File: config.mk
export PLATFORM = sky130hd
export DESIGN_NAME = draw_arbiter_flat
export DESIGN_NICKNAME = d
export VERILOG_FILES = /design/src/rtl/draw_arbiter_if.sv /design/src/rtl/draw_arbiter.sv /design/src/flat_wrapper.sv
export SDC_FILE = /design/constraint.sdc
export NUM_CORES = 1
export LEC_CHECK = 0
export CORE_ASPECT_RATIO = 1.5
export CORE_MARGIN = 2
export CORE_UTILIZATION = 41
export DETAILED_ROUTE_END_ITERATION = 16
export PLACE_DENSITY = 0.73
export SLEW_MARGIN = 40
export SYNTH_ARGS = -nofsm -noshare
export SYNTH_HDL_FRONTEND = slang
export SYNTH_SLANG_ARGS = --single-unit
File: constraint.sdc
create_clock -name clock -period 2 [get_ports clock]
set_input_delay 0.3 -clock clock [delete_from_list [all_inputs] [get_ports clock]]
set_output_delay 0.3 -clock clock [all_outputs]
set_load 0.01 [all_outputs]
File: src/rtl/draw_arbiter_if.sv
// Draw-port bundle between the map/sprite engines, the arbiter and the VGA adapter.
// Latency: none (wires only); the arbiter registers every output it drives here.
// Backpressure: none; engines watch grant_map/grant_spr, and pixels sent without a grant are dropped.
// Optional macro ARB_STATS_EN adds the map_passes/spr_passes counters to the bundle.
interface draw_arbiter_if #(
    parameter int COLOUR_W = 3
);
    logic                frame_tick;

    logic                map_req;
    logic                map_valid;
    logic [8:0]          map_x;
    logic [7:0]          map_y;
    logic [COLOUR_W-1:0] map_colour;
    logic                map_done;

    logic                spr_req;
    logic                spr_valid;
    logic [8:0]          spr_x;
    logic [7:0]          spr_y;
    logic [COLOUR_W-1:0] spr_colour;
    logic                spr_done;

    logic                grant_map;
    logic                grant_spr;
    logic [8:0]          vga_x;
    logic [7:0]          vga_y;
    logic [COLOUR_W-1:0] vga_colour;
    logic                vga_plot;
    logic                done_redraw;
    logic                timeout_err;

`ifdef ARB_STATS_EN
    logic [15:0]         map_passes;
    logic [15:0]         spr_passes;
`endif

    // Engine/FSM side: drives requests and pixels, observes grants and the VGA stream.
    modport master (
        output frame_tick,
        output map_req, map_valid, map_x, map_y, map_colour, map_done,
        output spr_req, spr_valid, spr_x, spr_y, spr_colour, spr_done,
        input  grant_map, grant_spr,
        input  vga_x, vga_y, vga_colour, vga_plot,
        input  done_redraw, timeout_err
`ifdef ARB_STATS_EN
        , input map_passes, spr_passes
`endif
    );

    // Arbiter side: consumes requests and pixels, owns grants and the VGA stream.
    modport slave (
        input  frame_tick,
        input  map_req, map_valid, map_x, map_y, map_colour, map_done,
        input  spr_req, spr_valid, spr_x, spr_y, spr_colour, spr_done,
        output grant_map, grant_spr,
        output vga_x, vga_y, vga_colour, vga_plot,
        output done_redraw, timeout_err
`ifdef ARB_STATS_EN
        , output map_passes, spr_passes
`endif
    );
endinterface

File: src/rtl/draw_arbiter.sv
// Shares the VGA write port between the map redraw engine and the sprite engine.
// Latency: grants one cycle after the request is seen; each pixel reaches vga_* one cycle after it is presented.
// Backpressure: none; only the granted engine's pixels are written, and the others are dropped.
// Optional macro ARB_STATS_EN adds the map_passes/spr_passes completed-pass counters.
module draw_arbiter #(
    parameter int COLOUR_W       = 3,
    parameter int TIMEOUT_CYCLES = 131072
) (
    input  logic          clock,
    input  logic          reset,
    draw_arbiter_if.slave bus
);
    localparam int CNT_W = (TIMEOUT_CYCLES > 2) ? $clog2(TIMEOUT_CYCLES) : 1;
    localparam logic [CNT_W-1:0] HOLD_LAST = CNT_W'(TIMEOUT_CYCLES - 1);

    typedef enum logic [1:0] {
        IDLE = 2'd0,
        MAP  = 2'd1,
        SPR  = 2'd2,
        GAP  = 2'd3
    } state_t;

    state_t              state;
    logic                grantMap;
    logic                grantSpr;
    logic                doneRedraw;
    logic                timeoutErr;
    logic                tickPending;
    logic                sprDirty;
    logic [CNT_W-1:0]    holdCnt;

    logic                vgaPlot;
    logic [8:0]          vgaX;
    logic [7:0]          vgaY;
    logic [COLOUR_W-1:0] vgaColour;

    logic                startMap;
    logic                startSpr;
    logic                holdExpired;

    // Pick the next owner while idle: a sprite owed a redraw after a map pass comes first,
    // then a fresh map request, then a frame-paced sprite redraw.
    always_comb begin
        startMap = 1'b0;
        startSpr = 1'b0;
        if (state == IDLE) begin
            if (sprDirty && bus.spr_req) begin
                startSpr = 1'b1;
            end else if (bus.map_req && !doneRedraw) begin
                startMap = 1'b1;
            end else if (bus.spr_req && tickPending) begin
                startSpr = 1'b1;
            end
        end
    end

    assign holdExpired = (holdCnt == HOLD_LAST);

    // Ownership FSM with registered grants, handshake flags and the hold-time watchdog.
    always_ff @(posedge clock) begin
        if (reset) begin
            state       <= IDLE;
            grantMap    <= 1'b0;
            grantSpr    <= 1'b0;
            doneRedraw  <= 1'b0;
            timeoutErr  <= 1'b0;
            tickPending <= 1'b0;
            sprDirty    <= 1'b0;
            holdCnt     <= '0;
        end else begin
            // A tick arriving in the SPR entry cycle belongs to the next frame, so the
            // clear below is skipped when frame_tick is high.
            if (bus.frame_tick) begin
                tickPending <= 1'b1;
            end

            // done_redraw is a level the game FSM waits on; it falls only once drawMap drops,
            // so a held drawMap cannot restart the map engine.
            if ((state == MAP) && bus.map_done) begin
                doneRedraw <= 1'b1;
            end else if (!bus.map_req) begin
                doneRedraw <= 1'b0;
            end

            case (state)
                IDLE: begin
                    if (startSpr) begin
                        state    <= SPR;
                        grantSpr <= 1'b1;
                        holdCnt  <= '0;
                        sprDirty <= 1'b0;
                        if (!bus.frame_tick) begin
                            tickPending <= 1'b0;
                        end
                    end else if (startMap) begin
                        state    <= MAP;
                        grantMap <= 1'b1;
                        holdCnt  <= '0;
                    end
                end

                MAP: begin
                    // A done on the last allowed cycle still counts as a clean finish.
                    if (bus.map_done) begin
                        state    <= GAP;
                        grantMap <= 1'b0;
                        sprDirty <= 1'b1;
                    end else if (holdExpired) begin
                        state      <= GAP;
                        grantMap   <= 1'b0;
                        timeoutErr <= 1'b1;
                    end else begin
                        holdCnt <= holdCnt + 1'b1;
                    end
                end

                SPR: begin
                    if (bus.spr_done) begin
                        state    <= GAP;
                        grantSpr <= 1'b0;
                    end else if (holdExpired) begin
                        state      <= GAP;
                        grantSpr   <= 1'b0;
                        timeoutErr <= 1'b1;
                    end else begin
                        holdCnt <= holdCnt + 1'b1;
                    end
                end

                GAP: begin
                    state <= IDLE;
                end

                default: begin
                    state    <= IDLE;
                    grantMap <= 1'b0;
                    grantSpr <= 1'b0;
                end
            endcase
        end
    end

    // Pixel register: forward the current owner's pixel and hold the coordinates between writes.
    always_ff @(posedge clock) begin
        if (reset) begin
            vgaPlot   <= 1'b0;
            vgaX      <= '0;
            vgaY      <= '0;
            vgaColour <= '0;
        end else if (grantMap && bus.map_valid) begin
            vgaPlot   <= 1'b1;
            vgaX      <= bus.map_x;
            vgaY      <= bus.map_y;
            vgaColour <= bus.map_colour;
        end else if (grantSpr && bus.spr_valid) begin
            vgaPlot   <= 1'b1;
            vgaX      <= bus.spr_x;
            vgaY      <= bus.spr_y;
            vgaColour <= bus.spr_colour;
        end else begin
            vgaPlot <= 1'b0;
        end
    end

    assign bus.grant_map   = grantMap;
    assign bus.grant_spr   = grantSpr;
    assign bus.vga_plot    = vgaPlot;
    assign bus.vga_x       = vgaX;
    assign bus.vga_y       = vgaY;
    assign bus.vga_colour  = vgaColour;
    assign bus.done_redraw = doneRedraw;
    assign bus.timeout_err = timeoutErr;

`ifdef ARB_STATS_EN
    logic [15:0] mapPasses;
    logic [15:0] sprPasses;

    // Count passes that ended with their done pulse; watchdog aborts are not counted.
    always_ff @(posedge clock) begin
        if (reset) begin
            mapPasses <= '0;
            sprPasses <= '0;
        end else begin
            if ((state == MAP) && bus.map_done) begin
                mapPasses <= mapPasses + 16'd1;
            end
            if ((state == SPR) && bus.spr_done) begin
                sprPasses <= sprPasses + 16'd1;
            end
        end
    end

    assign bus.map_passes = mapPasses;
    assign bus.spr_passes = sprPasses;
`endif

endmodule

File: src/flat_wrapper.sv
// flat-port wrapper written by rule: the top's interface ports become plain ports
module draw_arbiter_flat 
#(
    parameter int COLOUR_W       = 3,
    parameter int TIMEOUT_CYCLES = 131072
)
  (clock, reset, bus_frame_tick, bus_map_req, bus_map_valid, bus_map_x, bus_map_y, bus_map_colour, bus_map_done, bus_spr_req, bus_spr_valid, bus_spr_x, bus_spr_y, bus_spr_colour, bus_spr_done, bus_grant_map, bus_grant_spr, bus_vga_x, bus_vga_y, bus_vga_colour, bus_vga_plot, bus_done_redraw, bus_timeout_err);
  draw_arbiter_if #(.COLOUR_W(COLOUR_W)) bus_i ();
  input  logic clock;
  input  logic reset;
  input wire logic [$bits(bus_i.frame_tick)-1:0] bus_frame_tick;
  input wire logic [$bits(bus_i.map_req)-1:0] bus_map_req;
  input wire logic [$bits(bus_i.map_valid)-1:0] bus_map_valid;
  input wire logic [$bits(bus_i.map_x)-1:0] bus_map_x;
  input wire logic [$bits(bus_i.map_y)-1:0] bus_map_y;
  input wire logic [$bits(bus_i.map_colour)-1:0] bus_map_colour;
  input wire logic [$bits(bus_i.map_done)-1:0] bus_map_done;
  input wire logic [$bits(bus_i.spr_req)-1:0] bus_spr_req;
  input wire logic [$bits(bus_i.spr_valid)-1:0] bus_spr_valid;
  input wire logic [$bits(bus_i.spr_x)-1:0] bus_spr_x;
  input wire logic [$bits(bus_i.spr_y)-1:0] bus_spr_y;
  input wire logic [$bits(bus_i.spr_colour)-1:0] bus_spr_colour;
  input wire logic [$bits(bus_i.spr_done)-1:0] bus_spr_done;
  output wire logic [$bits(bus_i.grant_map)-1:0] bus_grant_map;
  output wire logic [$bits(bus_i.grant_spr)-1:0] bus_grant_spr;
  output wire logic [$bits(bus_i.vga_x)-1:0] bus_vga_x;
  output wire logic [$bits(bus_i.vga_y)-1:0] bus_vga_y;
  output wire logic [$bits(bus_i.vga_colour)-1:0] bus_vga_colour;
  output wire logic [$bits(bus_i.vga_plot)-1:0] bus_vga_plot;
  output wire logic [$bits(bus_i.done_redraw)-1:0] bus_done_redraw;
  output wire logic [$bits(bus_i.timeout_err)-1:0] bus_timeout_err;
  assign bus_i.frame_tick = bus_frame_tick;
  assign bus_i.map_req = bus_map_req;
  assign bus_i.map_valid = bus_map_valid;
  assign bus_i.map_x = bus_map_x;
  assign bus_i.map_y = bus_map_y;
  assign bus_i.map_colour = bus_map_colour;
  assign bus_i.map_done = bus_map_done;
  assign bus_i.spr_req = bus_spr_req;
  assign bus_i.spr_valid = bus_spr_valid;
  assign bus_i.spr_x = bus_spr_x;
  assign bus_i.spr_y = bus_spr_y;
  assign bus_i.spr_colour = bus_spr_colour;
  assign bus_i.spr_done = bus_spr_done;
  assign bus_grant_map = bus_i.grant_map;
  assign bus_grant_spr = bus_i.grant_spr;
  assign bus_vga_x = bus_i.vga_x;
  assign bus_vga_y = bus_i.vga_y;
  assign bus_vga_colour = bus_i.vga_colour;
  assign bus_vga_plot = bus_i.vga_plot;
  assign bus_done_redraw = bus_i.done_redraw;
  assign bus_timeout_err = bus_i.timeout_err;
  draw_arbiter #(.COLOUR_W(COLOUR_W), .TIMEOUT_CYCLES(TIMEOUT_CYCLES)) u_core (.clock(clock), .reset(reset), .bus(bus_i));
endmodule
## Yosys cells after proc, flatten, opt, wreduce, memory -nomap -nowiden

Index checks and enable logic that the tools add are counted.

- Register bits: 46
- Input port bits: 49
- Output and inout port bits: 25

- Mux-type cells: 48
- Eq/ne operators: 14
- Reductions and logical operators: 18
- $add $sub $neg: 1

Operator list:

| kind | count |
|---|---|
| $mux W17 | 5 |
| $pmux W17 S3 | 1 |
| $mux W1 | 26 |
| $mux W9 | 2 |
| $add A17 B1 Y17 const B | 1 |
| $eq A17 B17 Y1 const B | 1 |
| $mux W8 | 2 |
| $mux W2 | 5 |
| $reduce_and A3 Y1 | 3 |
| $ne A2 B2 Y1 const B | 4 |
| $pmux W1 S2 | 4 |
| $pmux W2 S4 | 1 |
| $reduce_and A4 Y1 | 2 |
| $reduce_bool A2 Y1 | 4 |
| $logic_and A1 B1 Y1 | 6 |
| $mux W3 | 2 |
| $ne A2 B1 Y1 const B | 3 |
| $ne A3 B2 Y1 const B | 2 |
| $eq A2 B2 Y1 const B | 2 |
| $ne A3 B1 Y1 const B | 1 |
| $reduce_bool A3 Y1 | 1 |
| $eq A2 B1 Y1 const B | 1 |
| $logic_not A2 Y1 | 1 |
| $logic_not A1 Y1 | 1 |

## Depth between registers and ports, before layout

- Depth in word-level cells: 8
- Mapped depth: 10
- Gate-level depth less buffers: 10

## Worst setup path after synthesis

No wires, ideal clock.

- Path type: register -> register
- From: reg u_core.holdCnt[0]
- To: reg u_core.holdCnt[11]
- Data required time: 1.883 ns
- Arrival time: 2.094 ns
- Path slack: -0.211 ns
- Path buffers: 0
- Setup time: 0.117 ns
- Stages on the path, launching flop included: 11
- Cells stage by stage: dfxtp_1 -> ha_1 -> and3_1 -> nand3_1 -> nor4_1 -> ha_1 -> nand2_1 -> and3_1 -> nand4_2 -> xor2_1 -> nor2_1

- Cells in the longest elaborated chain, start to end: 4

Ends and longest elaborated chain:

| item | line | RTL |
|---|---|---|
| start, declared | draw_arbiter.sv:30 | `logic [CNT_W-1:0] holdCnt;` |
| start signal, assigned | draw_arbiter.sv:113 | `holdCnt <= holdCnt + 1'b1;` |
| start signal, assigned | draw_arbiter.sv:126 | `holdCnt <= holdCnt + 1'b1;` |
| $add A17 B1 Y17 or $eq A17 B17 Y1 (tied branches) | draw_arbiter.sv:113, draw_arbiter.sv:126, draw_arbiter.sv:57 |  |
| $mux W17 * | draw_arbiter.sv:108, draw_arbiter.sv:121 |  |
| $mux W17 (on tied branches) | draw_arbiter.sv:118, draw_arbiter.sv:104 |  |
| $pmux W17 S3 * | draw_arbiter.sv:85 | `case (state)` |

Every way passes the cells marked *; elsewhere a longest branch is shown, timed or not. The select of a mux whose other input is x is not followed.
A chain may end at the register's enable or synchronous reset.

## Final worst setup path

- From: reg u_core.state[0]
- To: reg u_core.holdCnt[15]

- Cells in the longest elaborated chain, start to end: 4

Ends and longest elaborated chain:

| item | line | RTL |
|---|---|---|
| start, declared | draw_arbiter.sv:23 | `state_t state;` |
| start signal, assigned | draw_arbiter.sv:62 | `state <= IDLE;` |
| start signal, assigned | draw_arbiter.sv:88 | `state <= SPR;` |
| start signal, assigned | draw_arbiter.sv:96 | `state <= MAP;` |
| $logic_not A2 Y1 | draw_arbiter.sv:46, draw_arbiter.sv:85 |  |
| $mux W1 | draw_arbiter.sv:46 | `if (state == IDLE) begin` |
| $ne A3 B1 Y1 (no line) or $mux W17 (tied branches) | - |  |
| $reduce_and A4 Y1 (no line) or $pmux W17 S3 (tied branches) | - |  |

Parallel ways exist; a longest one is shown, timed or not.

==> impl_results.md <==
* Yosys cell types at 42
* Share of cells above drive strength 1 at 18.1%
* CTS sink count at 46
* GR peak layer: met2
* Crit end category: flop
* DRC at 0
* Placed inst area at 3340 µm²
* # hold bufs at CTS at 0
* Seq pwr share at 34.5%
* Slew HR at 68.6%
* Full die area at 6120 µm²
* Required @ worst endpoint at 2.23 ns
* Slowest cell on the critical path: dfxtp_2
* HPWL Detailed at 4700 µm
* Slew @ Worst Pin at 0.466 ns
* Tot GR Track Use at 22.2%
* Fin Hold WS at 0.489 ns
* Unrepaired setup endpoints after global routing: true
* Total CTS buffers at 5
* Net switching power at 1.26 mW
* Nets at 438
* Sequential fraction of the synthesis area at 40.8%
* Final Instance Area at 3530 µm²
* Hold Fails Final Rpt at 0
* Routed vias at 2,476
* Net Sw Frac at 36.8%
* Largest net degree at the start of global routing at 42
* # rows at 33
* Clock insertion delay at the later pin of the skew report at 0.30 ns
* I/O pin count at 74
* Hold Path Class: reg -> reg
* Maximum VDD drop at 0.720 mV
* Most frequent cells in the layout: clkdlybuf4s50_1, dfxtp_1, buf_4, nor2_1, nand2_1
* Fmax at 0.520 GHz
* Min Tclk post-route at 1.92 ns
* # diodes at 0
* Max-Cap Viols at 0
* Max FO, Critical Path at 7
* Utilization after layout at 65.8%
* CTS tree: yes
* Power per cell area at 971 nW/µm²
* DRT Pass-1 Iters at 4
* Met3 Usage GRT at 4.77%
* CP Cell Sequence: buf_4 -> ha_1 -> a221o_1 -> a31oi_4 -> nand4_4 -> or3_1 -> a21oi_1
* GPL Wtd Cong at 0.881
* Clk_skew at 0.00532 ns
* Worst Reg-to-Reg Cells at 7
* Starting DRT DRC Count at 138
* Final WL at 6650 µm
* First-pass GRT wire length at 10,800 µm
* Clock Power Share at 16.0%
* Initial antenna violation count at 0
* Area Overhead vs Synth at 56.7%
* Post-Syn Area per Cell at 8.11 µm²
* Synth Warn # at 0
* Synth top area cells: dfxtp_1, a311oi_1, nand3_1
* Internal power at 2.17 mW
* Worst EP arrival at 2.16 ns
* Kind of critical path: reg -> reg
* Flop2flop setup slack at 0.08 ns
* Wire per inst at 14.7 µm
* Met1 usage at 23.7%
* Status: complete, no violations
* Longest Clk Path Bufs at 2
* Port Buffer Count at 73
* Gr ovfl total at 0
* Lkg Pwr at 1.35 nW
* Final setup fails at 0
* Starting Density at 42.0%
* Setup crit start: u_core.state[0]$_SDFFE_PP0N_
* TNS Setup at 0 ns
* Total Power at 3.43 mW
* Via density at 5.48
* Vias in the first global route at 2,439
* Reg-to-Reg Start: u_core.state[0]$_SDFFE_PP0N_
* Final worst path period share at 96.2%
* Max-slew violations at 0
* Most common library cell in the layout ignoring fill and taps: clkdlybuf4s50_1
* Die H at 94.8 µm
* Post-Syn Instances at 278
* CP max stage delay at 0.34 ns
* Synth area leader: dfxtp_1
* Mapped Area at 2250 µm²
* H-tree depth at 2
* Met2 Resource Use GR at 41.6%
* Seq cells post-synth at 46
* Die width at 64.6 µm
* CP Launch Type: flop
* Synthesized net count at 334
* Top cell type's share of synthesized area at 40.8%
* CTS Root Cell: clkbuf_8
* Power share of the combinational group at 49.6%
* Core footprint at 5370 µm²
* Worst R2R End: u_core.holdCnt[15]$_SDFFE_PP0P_
* Crit path capture: u_core.holdCnt[15]$_SDFFE_PP0P_
* Clock transition at path regs at 0.08 ns
* Post-route ant nets at 0
metal layers:
| metal | vias up | wire [µm] |
|---|---|---|
| li1 | 1209 | - |
| met1 | 1178 | 2570 |
| met2 | 67 | 3590 |
| met3 | 22 | 255 |
| met4 | 0 | 235 |
| met5 | - | 0 |
layout make-up:
type,count,area (µm²)
Multi-Input combinational cell,204,1310
Inverter,8,30.0
Clock buffer,7,76.3
Sequential cell,46,926
Tap cell,70,87.6
Fill cell,448,1830
Timing Repair Buffer,117,1100
worst min path at each step:
stage	depth (start not counted)	to	from	slack [ns]
after floorplan	2	u_core.tickPending$_SDFF_PP0_	bus_frame_tick	0.43
after global placement	2	u_core.holdCnt[16]$_SDFFE_PP0P_	u_core.holdCnt[16]$_SDFFE_PP0P_	0.46
after detailed placement	2	u_core.holdCnt[16]$_SDFFE_PP0P_	u_core.holdCnt[16]$_SDFFE_PP0P_	0.47
after CTS	2	u_core.bus.vga_y[0]$_SDFFE_PP0P_	u_core.bus.vga_y[0]$_SDFFE_PP0P_	0.49
after global routing	2	u_core.bus.vga_x[7]$_SDFFE_PP0P_	u_core.bus.vga_x[7]$_SDFFE_PP0P_	0.51
final	2	u_core.bus.vga_y[4]$_SDFFE_PP0P_	u_core.bus.vga_y[4]$_SDFFE_PP0P_	0.49
cells by family after synthesis:
logic type      synth area share, %
simple gates                   25.7
compound gates                 19.9
flops                          40.8
buf+inv                        5.33
xor+xnor                       3.88
fa+ha+maj                      3.88
mux                           0.444
worst max-delay path: cells and delay by family, from the launching register on:
family	cells	cell delay, ns
AOI/OAI and AO/OA	3	0.73
adders and majority gates	1	0.18
buffers and inverters	1	0.14
DFF	1	0.34
and+or+nand+nor	2	0.48
flip-flops by register name, summed over array words and instances (netlist names):
signal,count
u_core.bus.done_redraw,1
u_core.bus.grant_map,1
u_core.bus.grant_spr,1
u_core.bus.timeout_err,1
u_core.bus.vga_colour,3
u_core.bus.vga_plot,1
u_core.bus.vga_x,9
u_core.bus.vga_y,8
u_core.holdCnt,17
u_core.sprDirty,1
u_core.state,2
u_core.tickPending,1
synth_stat cells:
| cell type | count |
|---|---|
| buf_4 | 1 |
| a31oi_1 | 1 |
| o32ai_1 | 2 |
| o21ai_0 | 7 |
| xor2_1 | 8 |
| nor3_1 | 2 |
| dfxtp_1 | 46 |
| buf_6 | 1 |
| a31oi_4 | 1 |
| nand4b_1 | 1 |
| nand2b_1 | 1 |
| nor4bb_1 | 1 |
| a311oi_1 | 20 |
| o2bb2ai_1 | 1 |
| ha_1 | 7 |
| and2_0 | 1 |
| clkbuf_1 | 12 |
| xnor2_1 | 2 |
| o211ai_1 | 2 |
| a22oi_1 | 1 |
| buf_2 | 3 |
| nand4_1 | 4 |
| o211a_1 | 1 |
| a21o_1 | 2 |
| and4_1 | 1 |
| mux2i_1 | 1 |
| nand2_1 | 33 |
| o31ai_1 | 2 |
| inv_1 | 8 |
| nand4_2 | 1 |
| and2_1 | 1 |
| nand3_1 | 29 |
| nor4_1 | 1 |
| a21oi_1 | 17 |
| or3_1 | 4 |
| o31a_1 | 1 |
| and3_1 | 7 |
| buf_1 | 3 |
| a221oi_1 | 1 |
| nor2_1 | 38 |
| a221o_1 | 1 |
| a2bb2oi_1 | 1 |
metrics by stage:
stage / worst slack, ns / instances
after floorplan: 0.0182 / 278
after global placement: -0.0532 / 439
after detailed placement: -0.104 / 439
after CTS: 0.000366 / 448
after global routing: -0.0364 / 452
final: 0.0770 / 452
power by group through the flow:
stage,combinational (mW),sequential (mW),clock [mW]
4_1_cts,1.63,1.17,0.556
5_1_grt,1.85,1.20,0.602
3_5_place_dp,1.60,1.19,0
3_3_place_gp,1.58,1.18,0
2_1_floorplan,0.850,1.23,0
6_report,1.70,1.18,0.548
timing repair:
item                                    4_1_cts  5_1_grt
resized for setup                             7       13
setup buffers                                 3        5
endpoints found under the setup margin       18       14
pin swaps                                     7       15
(Power assumes the default switching activity.)
